===== src/rtl/lsin_glitch_filter.sv =====
// Per-channel synchronizer and stability filter for level-shifted HV-domain inputs,
// with registered edge pulses and a maskable sticky interrupt.
module lsin_glitch_filter #(
    parameter int              WIDTH       = 4,
    parameter int              SYNC_STAGES = 2,
    parameter int              CNT_W       = 8,
    parameter logic [WIDTH-1:0] RESET_VAL  = {WIDTH{1'b0}}
) (
    input  logic             wb_clk_i,
    input  logic             wb_rst_i,
    input  logic [WIDTH-1:0] din_i,
    input  logic             en_i,
    input  logic [CNT_W-1:0] filt_len_i,
    input  logic [WIDTH-1:0] irq_mask_i,
    input  logic             irq_clr_i,
    output logic [WIDTH-1:0] dout_o,
    output logic [WIDTH-1:0] rise_o,
    output logic [WIDTH-1:0] fall_o,
    output logic             irq_o,
    output logic [WIDTH-1:0] dbg_state_o
);

    localparam logic [0:0] ST_STABLE = 1'b0;
    localparam logic [0:0] ST_CAND   = 1'b1;

    logic [WIDTH-1:0] sync_q [SYNC_STAGES];
    logic [WIDTH-1:0] s;
    logic [0:0]       state_q [WIDTH];
    logic [0:0]       state_d [WIDTH];
    logic [CNT_W-1:0] cnt_q   [WIDTH];
    logic [CNT_W-1:0] cnt_d   [WIDTH];
    logic [CNT_W:0]   cnt_inc [WIDTH];
    logic [CNT_W:0]   len_eff;
    logic [WIDTH-1:0] dout_q, dout_d;
    logic [WIDTH-1:0] rise_q, rise_d;
    logic [WIDTH-1:0] fall_q, fall_d;
    logic             irq_q, irq_d;

    assign s = sync_q[SYNC_STAGES-1];

    // Compare in CNT_W+1 bits so cnt+1 cannot wrap at the largest filter length.
    always_comb begin
        len_eff = (filt_len_i == '0) ? {{CNT_W{1'b0}}, 1'b1} : {1'b0, filt_len_i};
        for (int i = 0; i < WIDTH; i++) begin
            cnt_inc[i] = {1'b0, cnt_q[i]} + {{CNT_W{1'b0}}, 1'b1};
        end
    end

    always_comb begin
        dout_d = dout_q;
        rise_d = '0;
        fall_d = '0;
        for (int i = 0; i < WIDTH; i++) begin
            cnt_d[i]   = cnt_q[i];
            state_d[i] = state_q[i];
            if (!en_i || (s[i] == dout_q[i])) begin
                cnt_d[i]   = '0;
                state_d[i] = ST_STABLE;
            end else if (cnt_inc[i] < len_eff) begin
                cnt_d[i]   = cnt_inc[i][CNT_W-1:0];
                state_d[i] = ST_CAND;
            end else begin
                dout_d[i]  = s[i];
                rise_d[i]  = s[i];
                fall_d[i]  = ~s[i];
                cnt_d[i]   = '0;
                state_d[i] = ST_STABLE;
            end
        end
        // A pulse already on the outputs beats a coincident clear.
        if (|((rise_q | fall_q) & irq_mask_i)) begin
            irq_d = 1'b1;
        end else if (irq_clr_i) begin
            irq_d = 1'b0;
        end else begin
            irq_d = irq_q;
        end
    end

    always_ff @(posedge wb_clk_i or posedge wb_rst_i) begin
        if (wb_rst_i) begin
            for (int k = 0; k < SYNC_STAGES; k++) begin
                sync_q[k] <= RESET_VAL;
            end
            for (int i = 0; i < WIDTH; i++) begin
                cnt_q[i]   <= '0;
                state_q[i] <= ST_STABLE;
            end
            dout_q <= RESET_VAL;
            rise_q <= '0;
            fall_q <= '0;
            irq_q  <= 1'b0;
        end else begin
            sync_q[0] <= din_i;
            for (int k = 1; k < SYNC_STAGES; k++) begin
                sync_q[k] <= sync_q[k-1];
            end
            for (int i = 0; i < WIDTH; i++) begin
                cnt_q[i]   <= cnt_d[i];
                state_q[i] <= state_d[i];
            end
            dout_q <= dout_d;
            rise_q <= rise_d;
            fall_q <= fall_d;
            irq_q  <= irq_d;
        end
    end

    always_comb begin
        for (int i = 0; i < WIDTH; i++) begin
            dbg_state_o[i] = state_q[i][0];
        end
    end

    assign dout_o = dout_q;
    assign rise_o = rise_q;
    assign fall_o = fall_q;
    assign irq_o  = irq_q;

endmodule


===== config.mk =====
export PLATFORM = sky130hd
export DESIGN_NAME = lsin_glitch_filter
export DESIGN_NICKNAME = d
export VERILOG_FILES = /design/src/rtl/lsin_glitch_filter.sv
export SDC_FILE = /design/constraint.sdc
export NUM_CORES = 1
export LEC_CHECK = 0
export BUFFER_PORTS_ARGS = -buffer_cell sky130_fd_sc_hd__buf_2
export CAP_MARGIN = 20
export CELL_PAD_IN_SITES_DETAIL_PLACEMENT = 1
export CELL_PAD_IN_SITES_GLOBAL_PLACEMENT = 1
export CORE_AREA = 3 3 89 91
export DETAILED_ROUTE_END_ITERATION = 6
export DIE_AREA = 0 0 92 94
export PLACE_DENSITY = 0.79
export SYNTH_ARGS = -nofsm -noshare
export SYNTH_HDL_FRONTEND = slang
export SYNTH_SLANG_ARGS = --single-unit

===== constraint.sdc =====
create_clock -name wb_clk_i -period 3.3 [get_ports wb_clk_i]
set_input_delay 0.495 -clock wb_clk_i [delete_from_list [all_inputs] [get_ports wb_clk_i]]
set_output_delay 0.495 -clock wb_clk_i [all_outputs]
set_load 0.005 [all_outputs]

==> run_results.csv, run 1 <==
group,metric,value,unit
run_status,status,"finished, final reports clean",
logic_synthesis,synth_xor_area_share,7.778,%
final_layout,finalNonFillerCells,466,
routing,drc_errors,0,
logic_synthesis,ys_types,58,
floorplanning,die_area,8648,µm²
global_routing,overflow,0,
clock_tree,cts_root_buf,"clkbuf_8",
logic_synthesis,synthMostInstantiatedCell,"dfrtp_1",
critical_path,worstSetupEndpointType,"register",
global_routing,track_usage,20.64,%
logic_synthesis,synth_area_per_cell,10.11,µm²
logic_synthesis,syn_area,3266,µm²
place,place_congestion,0.8304,
logic_synthesis,synth_top_family_by_area,"simple AND/OR/NAND/NOR gates",
clock_tree,cts_buffers,9,
critical_path,critPathMaxFanout,9,
logic_synthesis,synth_compound_area_share,13.37,%
final_layout,area_growth,15.63,%
timing,period_needed,2.954,ns
final_layout,fill_cells,833,
clock_tree,cts_max_path_buffers,2,
place,io_buffers,36,
critical_path,crit_start,"cnt_q[24]",
logic_synthesis,synth_area_leader_cell,"dfrtp_1",
critical_path,worstRegToRegCells,11,
routing,drt-initial-drc-count,50,
logic_synthesis,ys_seq_area_share,43.68,%
clock_tree,clk_pin_slew,0.07,ns
critical_path,r2r_start,"cnt_q[24]",
timing,finalSetupViolCount,0,
global_routing,grt_pass1_vias,2702,
min_path,hold_path.class,"in -> reg",
timing,max_slew_margin,39.83,%
global_routing,grt_max_degree,43,
clock_tree,clock_sinks,57,
logic_synthesis,synth.top_cell.area_share,43.68,%
floorplanning,fp.dieH,94,µm
routing,wl,8162,µm
critical_path,cpMaxStageDelayCell,"dfrtp_1",
floorplanning,pin_count,37,
run,cap_viol_max_count,0,
place,post-dp-hpwl,5869,µm
critical_path,r2r_slack,0.35,ns
logic_synthesis,async_reset_ff_share,100.0,%
timing,hold_viol_final,0,
floorplanning,die_w,92,µm
critical_path,cp_cell_sequence,"ha_1 -> nand2_1 -> nor2_1 -> xor2_1 -> ha_1 -> a21oi_1 -> o21ai_0 -> a311o_1 -> a21oi_1 -> nand3_2 -> nor2b_1",
logic_synthesis,netlist_instances,323,
global_routing,grt_pass1_wl,13580,µm
critical_path,worstPathArrival,3.21,ns
place,dp_cells,450,
routing,wl_per_cell,17.52,µm
min_path,whs_path_depth,1,
logic_synthesis,ys_warn_count,0,
timing,rsz0062_at_grt,"no",
timing,drv_slew,0,
routing,routed_via_density,5.556,
timing,fin_skew,0.01654,ns
final_layout,diodes,0,
logic_synthesis,synthTopCellsByArea,"dfrtp_1, ha_1, xor2_1",
clock_tree,cts_resized,0,
final_layout,num-nets-final,403,
logic_synthesis,synth_nets,364,
routing,drtAntennaViolNets,0,
clock_tree,clk_latency,0.35,ns
logic_synthesis,yosys.area_share.simple,20.15,%
clock_tree,cts_setup_buffers,0,
timing,setup_tns,0,ns
clock_tree,cts_tree,"yes",
logic_synthesis,synth_fa_ha_area_share,9.272,%
critical_path,worstSetupPathType,"reg -> reg",
clock_tree,holdBufCountCts,0,
routing,dr.pass1.iters,4,
routing,vias,2589,
power_and_ir_drop,p_leak,1.848,nW
final_layout,drive_gt1_share,19.62,%
logic_synthesis,synth-seq-cells,57,
floorplanning,core,7214,µm²
clock_tree,cts_max_level,3,
timing,max_freq,338.5,MHz
critical_path,cpPeakStageDelay,0.44,ns
critical_path,start_kind,"register",
timing,period_share,89.52,%
min_path,min_from,"din_i[3]",
logic_synthesis,synth_mux_area_share,1.264,%
critical_path,required,3.56,ns
logic_synthesis,synth.top_cells.by_count,"dfrtp_1, inv_1, nand2_1",
floorplanning,initial_core_util,45.27,%
global_routing,antenna_found_initial,0,
power_and_ir_drop,powerDensity,462.8,nW/µm²
floorplanning,rows,31,
logic_synthesis,synth-main-ff-cell,"dfrtp_1",
power_and_ir_drop,vdd_ir_drop_max,315.6,µV
timing,tightestPinTransition,0.9013,ns
logic_synthesis,synth_edf_count,0,
## worst paths after layout
check	to
max	cnt_q[31]
min in group asynchronous	cnt_q[6]
max in group asynchronous	cnt_q[14]
min	sync_q[7]
min reg2reg	s[1]
max reg2reg	cnt_q[31]
## worst max-delay path, delay by kind of cell (launching register included)
| kind | cells | cell delay, ns |
|---|---|---|
| xor gates and xnor gates | 1 | 0.21 |
| AOI/OAI and AO/OA | 4 | 0.97 |
| adders and majority gates | 2 | 0.54 |
| DFF | 1 | 0.44 |
| and+or+nand+nor | 4 | 0.71 |
## cell usage in the layout, fill, tap and decap left out, drive strengths merged, types with 13 or more instances in the layout
| cell type | Yosys | layout |
|---|---|---|
| buf | 4 | 37 |
| dfrtp | 57 | 57 |
| ha | 21 | 21 |
| inv | 27 | 27 |
| nand2 | 25 | 25 |
| nand3 | 17 | 17 |
| nor2 | 22 | 22 |
| o21ai | 14 | 14 |
| xnor2 | 13 | 13 |
| xor2 | 16 | 16 |
## cell families (layout without fill, tap and decap cells)
kind of cell    count (synthesis)  after routing
simple gates                  118            118
flops                          57             57
compound gates                 55             55
buf+inv                        36             80
xor+xnor                       29             29
fa+ha+maj                      25             25
mux                             3              3
## area by class of cell
cell class	instances	area, µm²	share of cell area, %
Clock buffer	11	141.4	3.744
Clock inverter	5	102.6	2.717
Inverter	27	101.3	2.684
Multi-Input combinational cell	230	1693	44.83
Sequential cell	57	1426	37.77
Tap cell	99	123.9	3.280
Timing Repair Buffer	37	187.7	4.970
## routing by layer
layer / part of all wire, % / up-vias / global-route usage (%) / wire (µm)
met5: 0 / - / 0 / 0
met4: 1.6 / 0 / 7.426 / 130
met3: 3.3 / 15 / 4.567 / 272
met2: 49 / 52 / 35.83 / 4034
met1: 46 / 1296 / 25.22 / 3724
li1: - / 1226 / - / -
## sequential cells by signal, indices dropped and copies added (netlist names)
name / count
cnt_q: 32
dbg_state_o: 4
dout_o: 4
fall_o: 4
rise_o: 4
s: 4
sync_q: 4
irq_o: 1
## metrics by stage
| step | utilization (%) | cell area [µm²] | power (mW) | worst slack (ns) | hold WS (ns) |
|---|---|---|---|---|---|
| 2_1_floorplan | - | 3266 | 0.8749 | 0.8161 | 0.3312 |
| 5_1_grt | 52.34 | 3776 | 1.820 | 0.06424 | 0.2393 |
| 3_5_place_dp | 48.96 | 3532 | 0.9423 | 0.4375 | 0.3365 |
| 4_1_cts | 52.34 | 3776 | 1.766 | 0.3652 | 0.2411 |
| 3_3_place_gp | 48.96 | 3532 | 0.9344 | 0.5883 | 0.3326 |
| 6_report | 52.34 | 3776 | 1.748 | 0.3459 | 0.2529 |
## where the power goes
group | leakage [nW] | internal (mW) | switching (mW)
registers | 0.768 | 0.724 | 0.0219
logic | 0.961 | 0.0711 | 0.116
clock network | 0.120 | 0.521 | 0.294
total | 1.85 | 1.32 | 0.432
(Power assumes the default switching activity.)
==> run 2, diff against run 1 <==
--- a/config.mk
+++ b/config.mk
@@ -13,6 +13,7 @@
 export DETAILED_ROUTE_END_ITERATION = 6
 export DIE_AREA = 0 0 92 94
 export PLACE_DENSITY = 0.79
+export RECOVER_POWER = 25
 export SYNTH_ARGS = -nofsm -noshare
 export SYNTH_HDL_FRONTEND = slang
 export SYNTH_SLANG_ARGS = --single-unit
==> run 2 against run 1 <==
The flow now finishes with violations (max-capacitance violations, max-slew violations). Hold slack about the same. Setup slack got worse by 0.0017 ns. Combinational power about the same. Largest cell class unchanged. Highest routed layer unchanged.
==> run_results.csv, run 2 (same netlist as run 1, synthesis figures left out) <==
group,metric,value,unit
run_status,status,"complete, but fails checks",
run_status,failed_checks,"max-capacitance violations, max-slew violations",
global_routing,grt_pass1_vias,2702,
final_layout,area_growth,15.63,%
floorplanning,core,7214,µm²
critical_path,r2r_start,"cnt_q[24]",
timing,fin_skew,0.01662,ns
clock_tree,cts_root_buf,"clkbuf_8",
final_layout,diodes,0,
clock_tree,holdBufCountCts,0,
timing,max_slew_margin,-8.944,%
power_and_ir_drop,pwr-share-comb,10.7,%
timing,rsz0062_at_grt,"no",
final_layout,num-nets-final,403,
global_routing,grt_max_degree,43,
timing,max_freq,338.3,MHz
clock_tree,cts_max_path_buffers,2,
place,post_dp_cell_area,3532,µm²
routing,drc_errors,0,
min_path,hold_path.class,"in -> reg",
global_routing,track_usage,20.64,%
final_layout,top_register,"cnt_q",
timing,finalSetupViolCount,0,
floorplanning,fp.dieH,94,µm
power_and_ir_drop,p_seq_share,42.6,%
floorplanning,initial_core_util,45.27,%
clock_tree,cts_buffers,9,
routing,vias,2589,
final_layout,finish.instance_area,3776,µm²
final_layout,drive_gt1_share,19.35,%
timing,period_needed,2.956,ns
power_and_ir_drop,vdd_ir_drop_max,315.6,µV
final_layout,layout_commonest_cell,"dfrtp_1",
timing,tightestPinTransition,1.632,ns
power_and_ir_drop,power.internal,1.316,mW
timing,hold_viol_final,0,
min_path,min_from,"din_i[3]",
global_routing,antenna_found_initial,0,
place,place_congestion,0.8304,
floorplanning,rows,31,
timing,period_share,89.57,%
timing,timing.final.ws_setup,0.3442,ns
routing,wl,8160,µm
floorplanning,die_w,92,µm
clock_tree,cts_setup_buffers,0,
critical_path,worstRegToRegCells,11,
min_path,whs_path_depth,1,
final_layout,final_cell_mix,"dfrtp_1, buf_2, inv_1, nand2_1, nor2_1",
global_routing,overflow,0,
routing,routed_via_density,5.556,
power_and_ir_drop,p_leak,1.849,nW
place,post-dp-hpwl,5869,µm
floorplanning,pin_count,37,
place,pre_cts_slack,0.4375,ns
power_and_ir_drop,powerDensity,463.0,nW/µm²
global_routing,grt_pass1_wl,13580,µm
timing,drv_slew,43,
critical_path,critPathMaxFanout,9,
critical_path,worstSetupPathType,"reg -> reg",
routing,dr.pass1.iters,4,
power_and_ir_drop,switching_power,0.4323,mW
routing,drt-initial-drc-count,50,
clock_tree,clk_latency,0.35,ns
place,io_buffers,36,
min_path,min_to,"sync_q[7]",
critical_path,worstSetupEndpointType,"register",
clock_tree,cts_resized,0,
timing,whs,0.2532,ns
power_and_ir_drop,clkPwrFrac,46.7,%
critical_path,crit_start,"cnt_q[24]",
final_layout,largest_reg_flops,32,
clock_tree,clock_sinks,57,
floorplanning,die_area,8648,µm²
critical_path,required,3.56,ns
power_and_ir_drop,sw_frac_of_total,24.73,%
clock_tree,cts_tree,"yes",
critical_path,r2r_slack,0.34,ns
run,cap_viol_max_count,1,
critical_path,r2r-end,"cnt_q[31]",
critical_path,worstPathArrival,3.21,ns
clock_tree,cts_max_level,3,
critical_path,start_kind,"register",
clock_tree,clk_pin_slew,0.07,ns
routing,wl_per_cell,17.51,µm
routing,drtAntennaViolNets,0,
timing,setup_tns,0,ns
-- run 2: layout make-up --
cell class / instances / area (µm²)
clock buffer: 11 / 141.4
clock inverter: 5 / 102.6
fill: 833 / 3438
inverter: 27 / 101.3
multi-input combinational: 230 / 1693
sequential: 57 / 1426
tap: 99 / 123.9
timing repair buffer: 37 / 187.7
-- run 2: per-stage QoR --
stage          instances  utilization (%)  power, mW
2_1_floorplan        323                -     0.8749
3_3_place_gp         450            48.96     0.9344
3_5_place_dp         450            48.96     0.9423
4_1_cts              466            52.34      1.766
5_1_grt              466            52.34      1.820
6_report             466            52.34      1.748
-- run 2: layer usage --
layer	wire length, µm	track usage, %	vias up
met5	0	0	-
met4	130	7.426	0
met3	270	4.567	15
met2	4030	35.83	52
met1	3729	25.22	1296
li1	-	-	1226
-- run 2: how the worst max path moves through the flow --
| stage | to | slack (ns) | depth (start not counted) |
|---|---|---|---|
| final | cnt_q[31] | 0.34 | 11 |
| after global routing | cnt_q[29] | 0.06 | 11 |
| after CTS | cnt_q[31] | 0.37 | 11 |
| after detailed placement | cnt_q[31] | 0.44 | 11 |
| after global placement | cnt_q[30] | 0.59 | 11 |
| after floorplan | dout_o[1] | 0.82 | 10 |
-- run 2: power groups by stage --
stage                     Clock, mW  Combinational, mW  Sequential [mW]
after floorplan                   0              0.120            0.755
after global placement            0              0.177            0.757
after detailed placement          0              0.184            0.758
after CTS                     0.831              0.189            0.745
after global routing          0.860              0.210            0.750
final                         0.816              0.187            0.746
-- run 2: worst max-delay path, cell delays in order (launching register included) --
cell and delay (ns):
dfrtp_1 0.44, ha_1 0.25, nand2_1 0.08, nor2_1 0.16, xor2_1 0.21, ha_1 0.29, a21oi_1 0.14, o21ai_0 0.11
a311o_1 0.34, a21oi_1 0.38, nand3_2 0.28, nor2b_1 0.19
==> run 3, diff against run 2 <==
--- a/config.mk
+++ b/config.mk
@@ -9,10 +9,10 @@
 export CAP_MARGIN = 20
 export CELL_PAD_IN_SITES_DETAIL_PLACEMENT = 1
 export CELL_PAD_IN_SITES_GLOBAL_PLACEMENT = 1
-export CORE_AREA = 3 3 89 91
+export CORE_AREA = 3 3 94 96
 export DETAILED_ROUTE_END_ITERATION = 6
-export DIE_AREA = 0 0 92 94
-export PLACE_DENSITY = 0.79
+export DIE_AREA = 0 0 97 99
+export PLACE_DENSITY = 0.75
 export RECOVER_POWER = 25
 export SYNTH_ARGS = -nofsm -noshare
 export SYNTH_HDL_FRONTEND = slang
==> constraint.sdc (replaced) <==
create_clock -name wb_clk_i -period 2.5 [get_ports wb_clk_i]
set_input_delay 0.375 -clock wb_clk_i [delete_from_list [all_inputs] [get_ports wb_clk_i]]
set_output_delay 0.375 -clock wb_clk_i [all_outputs]
set_load 0.005 [all_outputs]
==> run 3 against run 2 <==
The run ends with negative setup slack left. First-iteration DRC count is 16% higher. Total power is 19% higher. Non-clock buffer count is 42 higher. Setup slack worse by 0.44 ns. Largest cell class unchanged.
==> run_results.csv, run 3 (same netlist as run 1, synthesis figures left out) <==
group,metric,value,unit
run_status,status,"complete, but fails checks",
run_status,failed_checks,"negative setup slack",
power_and_ir_drop,vdd_ir_drop_max,211.1,µV
critical_path,worstSetupPathType,"reg -> reg",
timing,max_freq,385.5,MHz
timing,drv_slew,0,
global_routing,track_usage,19.31,%
place,io_buffers,36,
timing,period_share,103.8,%
floorplanning,core,8134,µm²
clock_tree,clk_pin_slew,0.07,ns
clock_tree,clk_latency,0.35,ns
place,post_dp_cell_area,3770,µm²
place,pre_cts_slack,-0.1559,ns
floorplanning,die_w,97,µm
place,post-dp-hpwl,6457,µm
power_and_ir_drop,powerDensity,481.2,nW/µm²
final_layout,layout_commonest_cell,"dfrtp_1",
floorplanning,initial_core_util,40.15,%
floorplanning,die_area,9603,µm²
timing,rsz0062_at_grt,"yes",
final_layout,area_growth,32.84,%
final_layout,final_cell_mix,"dfrtp_1, buf_4, buf_2, inv_1, nand2_1",
power_and_ir_drop,p_total,2.088,mW
critical_path,worstSetupEndpointType,"register",
final_layout,final_util,53.33,%
critical_path,critPathMaxFanout,5,
final_layout,finish.instance_area,4338,µm²
timing,finalSetupViolCount,8,
final_layout,top_register,"cnt_q",
routing,dr.pass1.iters,4,
timing,tightestPinTransition,1.191,ns
timing,fin_skew,0.004868,ns
final_layout,num-nets-final,446,
place,place_congestion,0.8461,
final_layout,fill_cells,900,
critical_path,required,2.77,ns
final_layout,multiInputGateArea,1978,µm²
floorplanning,pin_count,37,
floorplanning,fp.dieH,99,µm
routing,vias,2794,
global_routing,overflow,0,
clock_tree,cts_root_buf,"clkbuf_8",
clock_tree,cts_tree,"yes",
timing,timing.final.ws_setup,-0.09400,ns
routing,routed_via_density,5.425,
timing,period_needed,2.594,ns
global_routing,grt_pass1_vias,2954,
global_routing,grt_max_degree,30,
final_layout,largest_reg_flops,32,
clock_tree,cts_buffers,9,
critical_path,start_kind,"register",
min_path,hold_path.class,"in -> reg",
routing,wl_per_cell,18.57,µm
routing,wl,9565,µm
timing,hold_viol_final,0,
global_routing,grt_pass1_wl,14660,µm
global_routing,antenna_found_initial,0,
floorplanning,rows,33,
routing,drc_errors,0,
critical_path,worstPathArrival,2.87,ns
routing,drt-initial-drc-count,58,
timing,setup_tns,-0.4745,ns
timing,max_slew_margin,20.53,%
run,cap_viol_max_count,0,
final_layout,ff_latch_area,1426,µm²
routing,drtAntennaViolNets,0,
final_layout,diodes,0,
clock_tree,holdBufCountCts,0,
clock_tree,cts_max_path_buffers,2,
power_and_ir_drop,p_leak,2.089,nW
final_layout,drive_gt1_share,38.05,%
clock_tree,cts_max_level,3,
clock_tree,clock_sinks,57,
run 3: cell types whose count changed in the layout (fill, tap and decap cells not counted), moves of 4 or more:
cell	change
o21ai_0	-5
nor3b_1	-4
nor2_2	+5
ha_1	-4
nor3_1	-4
nor2_1	-8
nor3_2	+4
buf_4	+38
nor3b_2	+4
run 3: critical path, stage by stage (launching register included):
cell	delay, ns
dfrtp_1	0.40
ha_2	0.22
nand2_2	0.06
nor2_4	0.14
xor2_2	0.19
ha_1	0.30
nand4_1	0.15
o21ai_2	0.07
a311o_1	0.36
a21oi_2	0.26
nand3_2	0.21
nor2b_1	0.16
run 3: worst paths after layout:
check	cells past startpoint	startpoint	to	slack [ns]
setup / recovery	11	cnt_q[24]	cnt_q[31]	-0.09
max in group asynchronous	3	wb_rst_i	dbg_state_o[0]	1.42
hold reg to reg	0	sync_q[5]	s[1]	0.35
min in group asynchronous	2	wb_rst_i	cnt_q[17]	0.33
hold / removal	1	din_i[3]	sync_q[7]	0.13
setup reg to reg	11	cnt_q[24]	cnt_q[31]	-0.09
run 3: area by class of cell:
class / instances / share of cell area [%]
Inverter: 27 / 2.336
Clock buffer: 13 / 3.663
Timing Repair Buffer: 79 / 12.14
Tap cell: 105 / 3.029
Sequential cell: 57 / 32.88
Multi-Input combinational cell: 231 / 45.60
Clock inverter: 3 / 0.3461
run 3: where the power goes:
part	leakage [nW]	switching, mW	internal (mW)
clock	0.0932	0.386	0.409
sequential	0.768	0.0275	0.955
combinational	1.23	0.178	0.131
total	2.09	0.592	1.50
run 3: stage by stage:
step / std cells / hold slack (ns)
floorplan: 323 / 0.3312
global placement: 485 / 0.3322
detailed placement: 485 / 0.3363
CTS: 507 / 0.1284
global route: 515 / 0.1163
finish: 515 / 0.1336
run 3: what timing repair did:
action	CTS	global route
buffers inserted	5	8
setup endpoints to repair	28	43
pin swaps	10	23
gates resized for setup	9	51
gates cloned	1	0
run 3: per-layer routing:
| layer | vias up | wire length, µm | part of all wire, % | global-route usage, % |
|---|---|---|---|---|
| met5 | - | 0 | 0 | 0 |
| met4 | 0 | 177 | 1.9 | 7.235 |
| met3 | 16 | 409 | 4.3 | 4.600 |
| met2 | 63 | 4919 | 51 | 33.76 |
| met1 | 1400 | 4058 | 42 | 23.10 |
| li1 | 1315 | - | - | - |
